### src/rtl/rca.sv
// rca: 4-bit ripple-carry adder slice.
//
// Ports:
//   a, b  in  4  operand nibbles
//   c0    in  1  carry into bit 0
//   s     out 4  sum nibble
//   c4    out 1  carry out of bit 3
module rca (
    input  logic [3:0] a,
    input  logic [3:0] b,
    input  logic       c0,
    output logic [3:0] s,
    output logic       c4
);

    logic [4:0] c;

    assign c[0] = c0;

    for (genvar i = 0; i < 4; i++) begin : g_fa
        assign s[i]   = a[i] ^ b[i] ^ c[i];
        assign c[i+1] = (a[i] & b[i]) | (c[i] & (a[i] ^ b[i]));
    end

    assign c4 = c[4];

endmodule

### src/rtl/nibble_serial_adder.sv
// nibble_serial_adder: WIDTH-bit adder that streams the operand pair through
// one 4-bit rca slice, one nibble per clock, LSB nibble first, with the
// inter-nibble carry held in a register.
//
// Handshakes: a transfer happens on a rising edge where valid and ready are
// both 1. The producer holds its payload stable while valid=1 and ready=0;
// ready is decoded from registered state only and never depends on valid.
//
// Ports:
//   clk        in   1      clock, rising edge
//   rst        in   1      asynchronous active-high reset
//   in_valid   in   1      operand pair present
//   in_ready   out  1      block can accept operands (IDLE)
//   a, b       in   WIDTH  operands, sampled on acceptance
//   cin        in   1      carry-in, sampled on acceptance
//   out_valid  out  1      result present (DONE)
//   out_ready  in   1      downstream takes the result
//   sum        out  WIDTH  registered result
//   cout       out  1      carry out of bit WIDTH-1
//   overflow   out  1      signed two's-complement overflow
//   fsm_state  out  2      current FSM state (0 IDLE, 1 BUSY, 2 DONE)
//
// WIDTH must be a multiple of 4 and at least 8.
module nibble_serial_adder #(
    parameter int WIDTH = 16
) (
    input  logic             clk,
    input  logic             rst,
    input  logic             in_valid,
    output logic             in_ready,
    input  logic [WIDTH-1:0] a,
    input  logic [WIDTH-1:0] b,
    input  logic             cin,
    output logic             out_valid,
    input  logic             out_ready,
    output logic [WIDTH-1:0] sum,
    output logic             cout,
    output logic             overflow,
    output logic [1:0]       fsm_state
);

    localparam int NIB = WIDTH / 4;
    localparam int IW  = $clog2(NIB);
    localparam logic [IW-1:0] LAST = IW'(NIB - 1);

    typedef enum logic [1:0] {
        IDLE = 2'd0,
        BUSY = 2'd1,
        DONE = 2'd2
    } state_t;

    state_t           state, state_next;
    logic [WIDTH-1:0] a_r, b_r, work_r, work_next;
    logic             carry_r;
    logic [IW-1:0]    idx;
    logic             last;

    logic [3:0]       nib_a, nib_b, nib_s;
    logic             nib_c4;

    // Nibble selection: idx*4 expressed as a concatenation keeps the index
    // expression width-exact.
    assign nib_a = a_r[{idx, 2'b00} +: 4];
    assign nib_b = b_r[{idx, 2'b00} +: 4];

    rca rca (
        .a  (nib_a),
        .b  (nib_b),
        .c0 (carry_r),
        .s  (nib_s),
        .c4 (nib_c4)
    );

    assign last      = (idx == LAST);
    assign fsm_state = state;

    always_comb begin
        state_next = state;
        in_ready   = 1'b0;
        out_valid  = 1'b0;
        work_next  = work_r;
        work_next[{idx, 2'b00} +: 4] = nib_s;
        case (state)
            IDLE: begin
                in_ready = 1'b1;
                if (in_valid) state_next = BUSY;
            end
            BUSY: begin
                if (last) state_next = DONE;
            end
            DONE: begin
                out_valid = 1'b1;
                if (out_ready) state_next = IDLE;
            end
            default: state_next = IDLE;
        endcase
    end

    always_ff @(posedge clk or posedge rst) begin
        if (rst) begin
            state    <= IDLE;
            a_r      <= '0;
            b_r      <= '0;
            work_r   <= '0;
            carry_r  <= 1'b0;
            idx      <= '0;
            sum      <= '0;
            cout     <= 1'b0;
            overflow <= 1'b0;
        end else begin
            state <= state_next;
            case (state)
                IDLE: begin
                    if (in_valid) begin
                        a_r     <= a;
                        b_r     <= b;
                        carry_r <= cin;
                        work_r  <= '0;
                        idx     <= '0;
                    end
                end
                BUSY: begin
                    work_r  <= work_next;
                    carry_r <= nib_c4;
                    idx     <= idx + 1'b1;
                    if (last) begin
                        // The final nibble is taken from the slice directly so
                        // the published result includes it on this same edge.
                        sum      <= work_next;
                        cout     <= nib_c4;
                        overflow <= (a_r[WIDTH-1] == b_r[WIDTH-1]) &&
                                    (nib_s[3] != a_r[WIDTH-1]);
                    end
                end
                default: ;
            endcase
        end
    end

endmodule

### config.mk
export PLATFORM = sky130hd
export DESIGN_NAME = nibble_serial_adder
export DESIGN_NICKNAME = d
export VERILOG_FILES = /design/src/rtl/rca.sv /design/src/rtl/nibble_serial_adder.sv
export SDC_FILE = /design/constraint.sdc
export NUM_CORES = 1
export LEC_CHECK = 0
export CORE_UTILIZATION = 40
export CTS_BUF_LIST = sky130_fd_sc_hd__clkbuf_8
export DETAILED_ROUTE_END_ITERATION = 16
export GPL_ROUTABILITY_DRIVEN = 1
export GPL_TIMING_DRIVEN = 0
export PLACE_DENSITY = 0.71
export RECOVER_POWER = 25
export SYNTH_ARGS = -nofsm -noshare
export SYNTH_HDL_FRONTEND = slang
export SYNTH_SLANG_ARGS = --single-unit
export TNS_END_PERCENT = 20
### constraint.sdc
create_clock -name clk -period 7 [get_ports clk]
set_clock_uncertainty 0.05 [all_clocks]
set_input_delay 0.7 -clock clk [delete_from_list [all_inputs] [get_ports clk]]
set_output_delay 0.7 -clock clk [all_outputs]
set_load 0.05 [all_outputs]
==> Yosys cells after proc, flatten, opt, wreduce, memory -nomap -nowiden <==
Cells that the tools add are included.
{ "op_classes": {"add_sub_neg": 2, "n_eq_ne": 8, "shifts": 4, "n_mux": 13, "n_bitwise": 20, "n_reduce_logical": 7} }
{ "ops": {"columns": ["op", "count"], "rows": [
  ["$pmux W16 S2", 1],
  ["$shiftx A16 B5 Y4", 2],
  ["$bwmux W16", 1],
  ["$mux W16", 1],
  ["$shift A4 B6 Y16 const A", 1],
  ["$shiftx A4 B6 Y16", 1],
  ["$and A1 B1 Y1", 8],
  ["$mux W2", 4],
  ["$xor A1 B1 Y1", 8],
  ["$ne A2 B2 Y1 const B", 3],
  ["$neg A4 Y6", 1],
  ["$pmux W2 S3", 1],
  ["$reduce_and A2 Y1", 3],
  ["$eq A2 B2 Y1 const B", 2],
  ["$or A1 B1 Y1", 4],
  ["$pmux W2 S2", 1],
  ["$mux W1", 3],
  ["$reduce_and A3 Y1", 1],
  ["$add A2 B1 Y2 const B", 1],
  ["$eq A2 B1 Y1 const B", 1],
  ["$logic_not A2 Y1", 1],
  ["$pmux W1 S2", 1],
  ["$reduce_bool A2 Y1", 1],
  ["$eq A1 B1 Y1", 1],
  ["2 further kinds", 2]
]} }
{ "totals": {"register_bits": 71, "in_bits": 37, "out_inout_bits": 22} }

==> Longest topological paths before layout <==
Gate-level depths: netlist (run 1).
{ "depth": {"word_depth": 12, "mapped_depth": 15, "ltp_nobuf": 12} }

==> Hierarchy <==
Synthesis (run 1) repeated with hierarchy kept, for this count alone.
{ "hier_totals": {"cells_unflattened": 268, "hier_area_um2": 3384.5} }
{ "by_module_without_submodules": {"columns": ["mod", "n_inst", "cells_each", "area_per_inst_um2", "seq_area_each_um2"], "rows": [
  ["nibble_serial_adder", 1, 254, 3266.9, 1776.7],
  ["rca", 1, 14, 117.6, 0.0]
]} }

==> Least setup slack after synthesis (run 1) <==
OpenSTA, ideal clock, no wires.
{ "synth_timing": {"kind": "register -> register", "from": "reg idx[0]", "to": "reg overflow", "setup_ps": 126, "t_arrival_ps": 3150, "path_slack_ps": 3674, "stages_incl_launch_ff": 16, "n_path_buf": 3, "path_cell_list": "dfrtp_1 > buf_2 > buf_6 > mux4_2 > inv_1 > fa_1 > inv_1 > fa_1 > inv_1 > fa_1 > inv_1 > fa_1 > clkbuf_1 > and3b_1 > a21oi_1 > a21oi_1"} }
{ "synth_between": {"elab_chain_len": 11, "word_cells_on_any_way": 20, "cone_classes": "eq/ne (2); shift (2); bitwise (14); reduce/logical (2)"} }
{ "synth_lines": {"columns": ["element", "line", "source"], "rows": [
  ["from (decl)", "nibble_serial_adder.sv:55", "logic [IW-1:0] idx;"],
  ["from (signal assigned)", "nibble_serial_adder.sv:125", "idx <= idx + 1'b1;"],
  ["$shiftx A16 B5 Y4 (on tied branches)", "nibble_serial_adder.sv:63, nibble_serial_adder.sv:64", null],
  ["$xor A1 B1 Y1", "rca.sv:22", "assign c[i+1] = (a[i] & b[i]) | (c[i] & (a[i] ^ b[i]));"],
  ["$and A1 B1 Y1", "rca.sv:22", null],
  ["$or A1 B1 Y1", "rca.sv:22", null],
  ["$and A1 B1 Y1", "rca.sv:22", null],
  ["$or A1 B1 Y1", "rca.sv:22", null],
  ["$and A1 B1 Y1", "rca.sv:22", null],
  ["$or A1 B1 Y1", "rca.sv:22", null],
  ["$xor A1 B1 Y1", "rca.sv:21", "assign s[i] = a[i] ^ b[i] ^ c[i];"],
  ["$ne A1 B1 Y1", "nibble_serial_adder.sv:132", "(nib_s[3] != a_r[WIDTH-1]);"],
  ["$logic_and A1 B1 Y1", "nibble_serial_adder.sv:131", "overflow <= (a_r[WIDTH-1] == b_r[WIDTH-1]) &&"],
  ["to (signal assigned)", "nibble_serial_adder.sv:131", null],
  ["to (decl)", "nibble_serial_adder.sv:38", "output logic overflow,"]
]} }
Parallel ways exist; a longest one is shown, timed or not.
A chain may end at the register's enable or synchronous reset.

==> Worst setup path in the final report (run 1) <==
Same ends and word-level chain as after synthesis.

==> results of run 1 <==
## critical path: cells and delay by family (launching register included)
kind	cells	cell delay (ps)
muxes	1	510
and+or+nand+nor	1	230
adders and majority gates	4	1140
buffers and inverters	7	1100
AOI/OAI and AO/OA	2	180
DFF	1	400
## cell families after synthesis
group	after synthesis	share of synthesized area
flops	71	0.505
simple gates	59	0.0952
compound gates	55	0.109
mux	41	0.189
buf+inv	34	0.0583
fa+ha+maj	10	0.0441
## area by class of cell
cell class / instances / area, um2 / area share
flip-flops and latches: 71 / 1780 / 0.399
repair buffers: 58 / 581 / 0.130
clock inverters: 6 / 85.1 / 0.0191
plain buffers: 20 / 151 / 0.0340
inverters: 14 / 53.8 / 0.0121
multi-input cells: 165 / 1540 / 0.345
clock buffers: 10 / 138 / 0.0309
well taps: 105 / 131 / 0.0295
## stage by stage
step	hold slack, ps	area, um2
global route	458	4460
finish	437	4460
detailed placement	424	4240
global placement	416	4230
floorplan	400	3520
CTS	441	4460
## synth_stat cells, types with 3 or more instances
master,instances,area share
dfrtp_1,71,0.50
mux2_4,30,0.13
a21oi_1,20,0.028
nor2_1,19,0.020
inv_1,14,0.015
nand2b_1,14,0.025
buf_2,11,0.016
nor2b_1,10,0.018
a22o_1,9,0.022
a32o_1,8,0.023
mux4_2,8,0.051
a31oi_1,6,0.011
ha_1,6,0.021
nand2_1,6,0.0064
a21o_1,5,0.011
clkbuf_1,4,0.0043
fa_1,4,0.023
and3b_1,3,0.0075
buf_12,3,0.017
mux2_2,3,0.0096
nor4bb_1,3,0.0085
## routing by layer
layer / up-vias / global-route usage
li1: 1091 / -
met1: 1168 / 0.235
met2: 69 / 0.295
met3: 12 / 0.0434
met4: 0 / 0.0672
met5: - / 0
## sequential cells by signal, summed over array words and instances, names as in the netlist
signal     count
b_r           16
sum           16
work_r        16
carry_r        1
a_r           16
idx            2
overflow       1
cout           1
fsm_state      2
## worst paths after layout
path	start	endpoint	slack [ps]	cells after the start
worst max-delay path	idx[0]	overflow	3250	15
max in group asynchronous	rst	sum[1]	3930	2
worst max register to register	idx[0]	overflow	3250	15
worst min-delay path	work_r[11]	work_r[11]	440	1
worst min register to register	work_r[11]	work_r[11]	440	1
min in group asynchronous	rst	sum[0]	1610	2
==> qor.txt, run 1 <==
CTS resizes -> 0
Non-Filler Instances -> 449
endpoints failing setup -> 0
met3 WL -> 273 um
share of cells above drive strength 1 -> 0.212
final hold violation count -> 0
post-CTS setup repair buffer count -> 0
initial antenna violation count -> 0
clock tree sinks -> 71
worst setup margin -> 3250 ps
vias in the first global route -> 2462
commonest non-fill, non-tap cell in the layout -> dfrtp_1
leading cell types in the layout, fill and taps excluded -> dfrtp_1, clkdlybuf4s50_1, mux2_4, a21oi_1, nor2_1
Via density -> 5.21
post-synthesis sequential area ratio -> 0.505
Synth Cell Area -> 3520 um2
Core Rows -> 33
worst slack, placed -> 3210 ps
failing checks -> capacitance limit, slew limit
Avg Cell Area, Syn -> 13.0 um2
max-cap viol count -> 1
gr ovfl total -> 0
number of library cell types mapped by synthesis -> 30
post-detailed-route wirelength per cell -> 16.0 um
Clock Latency Late Sink -> 360 ps
n_diodes -> 0
CTS clock-pin slew for the worst setup and hold paths -> 80 ps
IO Pins -> 59
Hold Crit Class -> reg2reg
DIE AREA -> 9180 um2
unrepaired setup endpoints after global routing -> no
largest net degree at the start of global routing -> 72
Tcrit/Tclk final -> 0.536
Detail Route Antenna Nets -> 0
starting DRC count in detailed routing -> 121
Max FO, Critical Path -> 10
die height -> 95.8 um
Final Util -> 0.532
Setup TNS -> 0 ps
CTS tree -> done
CP arrival -> 3940 ps
Rel. slew slack -> -1.03
layout overhead on the synthesized area -> 26.5%
first-pass GRT wire length -> 12.2 mm
metal2 WL -> 3.55 mm
Setup CP Type -> reg2reg
cts-stage hold buffer count -> 0
Fmax -> 267 MHz
DRC viols -> 0
Startpoint Class -> flip-flop
Tmin final -> 3750 ps
Cell Chain, Critical Path -> buf_2 > buf_6 > mux4_2 > inv_1 > fa_1 > inv_1 > fa_1 > inv_1 > fa_1 > inv_1 > fa_1 > clkbuf_1 > and3b_1 > a21oi_1 > a21oi_1
root buf cell -> clkbuf_8
port bufs -> 58
htree depth -> 3
Placed Cells -> 433
crit-path max cell delay -> 510 ps
gpl congestion -> 0.809
Initial Util -> 0.420
EDFF count, synth -> 0
asr flop ratio synth -> 1.00
Pre-Repair DR Iteration Count -> 4
via count -> 2340
#FFs+latches synth -> 71
max-slew violations -> 72
Syn Inst Count -> 270
fillers -> 724
CP Capture Type -> flip-flop
count of nets after finishing -> 386
All-Layer GR Usage -> 0.181
status -> finished with violations
Die Width -> 95.8 um
Slew @ Worst Pin -> 3030 ps
met1 WL -> 3.27 mm
maximum buffer depth of the clock tree -> 2
ys flop type -> dfrtp_1
hpwl dp -> 5.13 mm
Routed Wire Length -> 7.20 mm
Yosys warnings -> 0
TritonCTS Buffers -> 9
worst endpoint required time -> 7190 ps
uppermost layer routed -> met4
Synth Net Count -> 317
CP max stage cell -> mux4_2
Core Region -> 8380 um2
Power of run 1 is not shown: default switching activity piles up to over one toggle a cycle in this logic, so the estimate is an artifact.
==> run 2, diff against run 1 <==
--- a/config.mk
+++ b/config.mk
@@ -10,7 +10,7 @@
 export DETAILED_ROUTE_END_ITERATION = 16
 export GPL_ROUTABILITY_DRIVEN = 1
 export GPL_TIMING_DRIVEN = 0
-export PLACE_DENSITY = 0.71
+export PLACE_DENSITY = 0.73
 export RECOVER_POWER = 25
 export SYNTH_ARGS = -nofsm -noshare
 export SYNTH_HDL_FRONTEND = slang
==> constraint.sdc (replaced) <==
create_clock -name clk -period 3.08 [get_ports clk]
set_clock_uncertainty 0.05 [all_clocks]
set_input_delay 0.308 -clock clk [delete_from_list [all_inputs] [get_ports clk]]
set_output_delay 0.308 -clock clk [all_outputs]
set_load 0.05 [all_outputs]
==> qor.txt, run 2 (synthesized netlist as in run 1, its figures left out) <==
Die Width -> 95.8 um (unchanged)
worst slack, placed -> -427 ps (was 3210 ps)
cts-stage hold buffer count -> 0 (unchanged)
vias in the first global route -> 2577 (was 2462)
Setup CP Type -> reg2reg (unchanged)
DRC viols -> 0 (unchanged)
Slew @ Worst Pin -> 1480 ps (was 3030 ps)
gr ovfl total -> 0 (unchanged)
worst endpoint required time -> 3250 ps (was 7190 ps)
leading cell types in the layout, fill and taps excluded -> dfrtp_1, clkdlybuf4s50_1, mux2_4, nor2_1, a21oi_1 (was dfrtp_1, clkdlybuf4s50_1, mux2_4, a21oi_1, nor2_1)
Hold Path Origin -> work_r[15] (was work_r[11])
endpoints failing setup -> 9 (was 0)
Max FO, Critical Path -> 4 (was 10)
TritonCTS Buffers -> 9 (unchanged)
Multi-input gate area -> 1580 um2 (was 1540 um2)
Hold Crit Class -> reg2reg (unchanged)
CTS tree -> done (unchanged)
Tcrit/Tclk final -> 1.03 (was 0.536)
R2R depth -> 15 (unchanged)
max-cap viol count -> 1 (unchanged)
share of cells above drive strength 1 -> 0.277 (was 0.212)
root buf cell -> clkbuf_8 (unchanged)
Routed Wire Length -> 7.73 mm (was 7.20 mm)
die height -> 95.8 um (unchanged)
clock tree sinks -> 71 (unchanged)
CTS clock-pin slew for the worst setup and hold paths -> 70 ps (was 80 ps)
reg2reg start -> idx[0] (unchanged)
layout overhead on the synthesized area -> 30.6% (was 26.5%)
Tmin final -> 3180 ps (was 3750 ps)
commonest non-fill, non-tap cell in the layout -> dfrtp_1 (unchanged)
Seq. cell area -> 1780 um2 (unchanged)
CP arrival -> 3350 ps (was 3940 ps)
IO Pins -> 59 (unchanged)
via count -> 2390 (was 2340)
Core Region -> 8380 um2 (unchanged)
htree depth -> 3 (unchanged)
Setup TNS -> -341 ps (was 0 ps)
Core Rows -> 33 (unchanged)
hpwl dp -> 5.32 mm (was 5.13 mm)
WHS Endpoint -> work_r[15] (was work_r[11])
Fmax -> 314 MHz (was 267 MHz)
fillers -> 719 (was 724)
status -> finished with violations (unchanged)
CP Capture Type -> flip-flop (unchanged)
max-slew violations -> 0 (was 72)
Pre-Repair DR Iteration Count -> 4 (unchanged)
failing checks -> capacitance limit, setup timing (was capacitance limit, slew limit)
Rel. slew slack -> 0.00887 (was -1.03)
Clock Latency Late Sink -> 340 ps (was 360 ps)
starting DRC count in detailed routing -> 87 (was 121)
Detail Route Antenna Nets -> 0 (unchanged)
worst reg-to-reg setup slack -> -100 ps (was 3250 ps)
Via density -> 5.21 (about the same)
gpl congestion -> 0.805 (was 0.809)
hold path depth -> 1 (unchanged)
unrepaired setup endpoints after global routing -> yes (was no)
first-pass GRT wire length -> 12.8 mm (was 12.2 mm)
n_diodes -> 0 (unchanged)
initial antenna violation count -> 0 (unchanged)
port bufs -> 58 (unchanged)
Initial Util -> 0.420 (unchanged)
count of nets after finishing -> 396 (was 386)
maximum buffer depth of the clock tree -> 2 (unchanged)
post-detailed-route wirelength per cell -> 16.8 um (was 16.0 um)
largest net degree at the start of global routing -> 72 (unchanged)
final hold violation count -> 0 (unchanged)
RR Endpoint -> overflow (unchanged)
DIE AREA -> 9180 um2 (unchanged)
Startpoint Class -> flip-flop (unchanged)
All-Layer GR Usage -> 0.191 (was 0.181)
worst setup margin -> -103 ps (was 3250 ps)
[run 2: changes by cell type in the layout (fill, tap and decap cells not counted), moves of 2 or more]
cell,change
a21oi_2,+3
clkinv_2,+2
a21oi_4,+2
buf_4,+7
fa_1,-3
fa_2,+3
a21oi_1,-5
clkbuf_1,-3
buf_12,+3
inv_2,+6
inv_1,-4
[run 2: layout make-up]
type | instances | area share
Clock inverter | 6 | 0.0114
Buffer | 20 | 0.0397
Multi-Input combinational cell | 165 | 0.344
Tap cell | 105 | 0.0286
Inverter | 14 | 0.0114
Clock buffer | 10 | 0.0299
Timing Repair Buffer | 68 | 0.149
Sequential cell | 71 | 0.386
[run 2: worst max path at each step]
| stage | start | end |
|---|---|---|
| CTS | idx[0] | overflow |
| detailed placement | idx[1] | overflow |
| global placement | idx[1] | overflow |
| finish | idx[0] | overflow |
| global route | idx[0] | overflow |
| floorplan | idx[0] | overflow |
[run 2: per-stage QoR]
step / area, um2 / instances / hold WS (ps) / utilization
3_3_place_gp: 4250 / 433 / 418 / 0.507
5_1_grt: 4600 / 459 / 464 / 0.549
2_1_floorplan: 3540 / 270 / 400 / -
6_report: 4600 / 459 / 438 / 0.549
3_5_place_dp: 4260 / 433 / 424 / 0.508
4_1_cts: 4580 / 458 / 439 / 0.546
[run 2: worst max-delay path, cell delays in order, from the launching register on]
cell	delay [ps]
dfrtp_1	380
buf_6	130
buf_6	90
mux4_2	500
inv_2	70
fa_2	190
inv_2	40
fa_2	320
inv_2	70
fa_2	190
inv_2	30
fa_1	500
buf_8	130
and3b_1	180
a21oi_2	100
a21oi_1	80
[run 2: what timing repair did]
item	CTS	global route
setup buffers	9	1
pin swaps	8	5
setup endpoints to repair	16	9
gates resized for setup	15	5
[run 2: metal layers]
layer	part of all wire	global-route usage	up-vias
met5	0	0	-
met4	0.016	0.0833	0
met3	0.034	0.0340	9
met2	0.47	0.302	59
met1	0.48	0.257	1207
li1	-	-	1115
Power of run 2 is left out for the same reason.
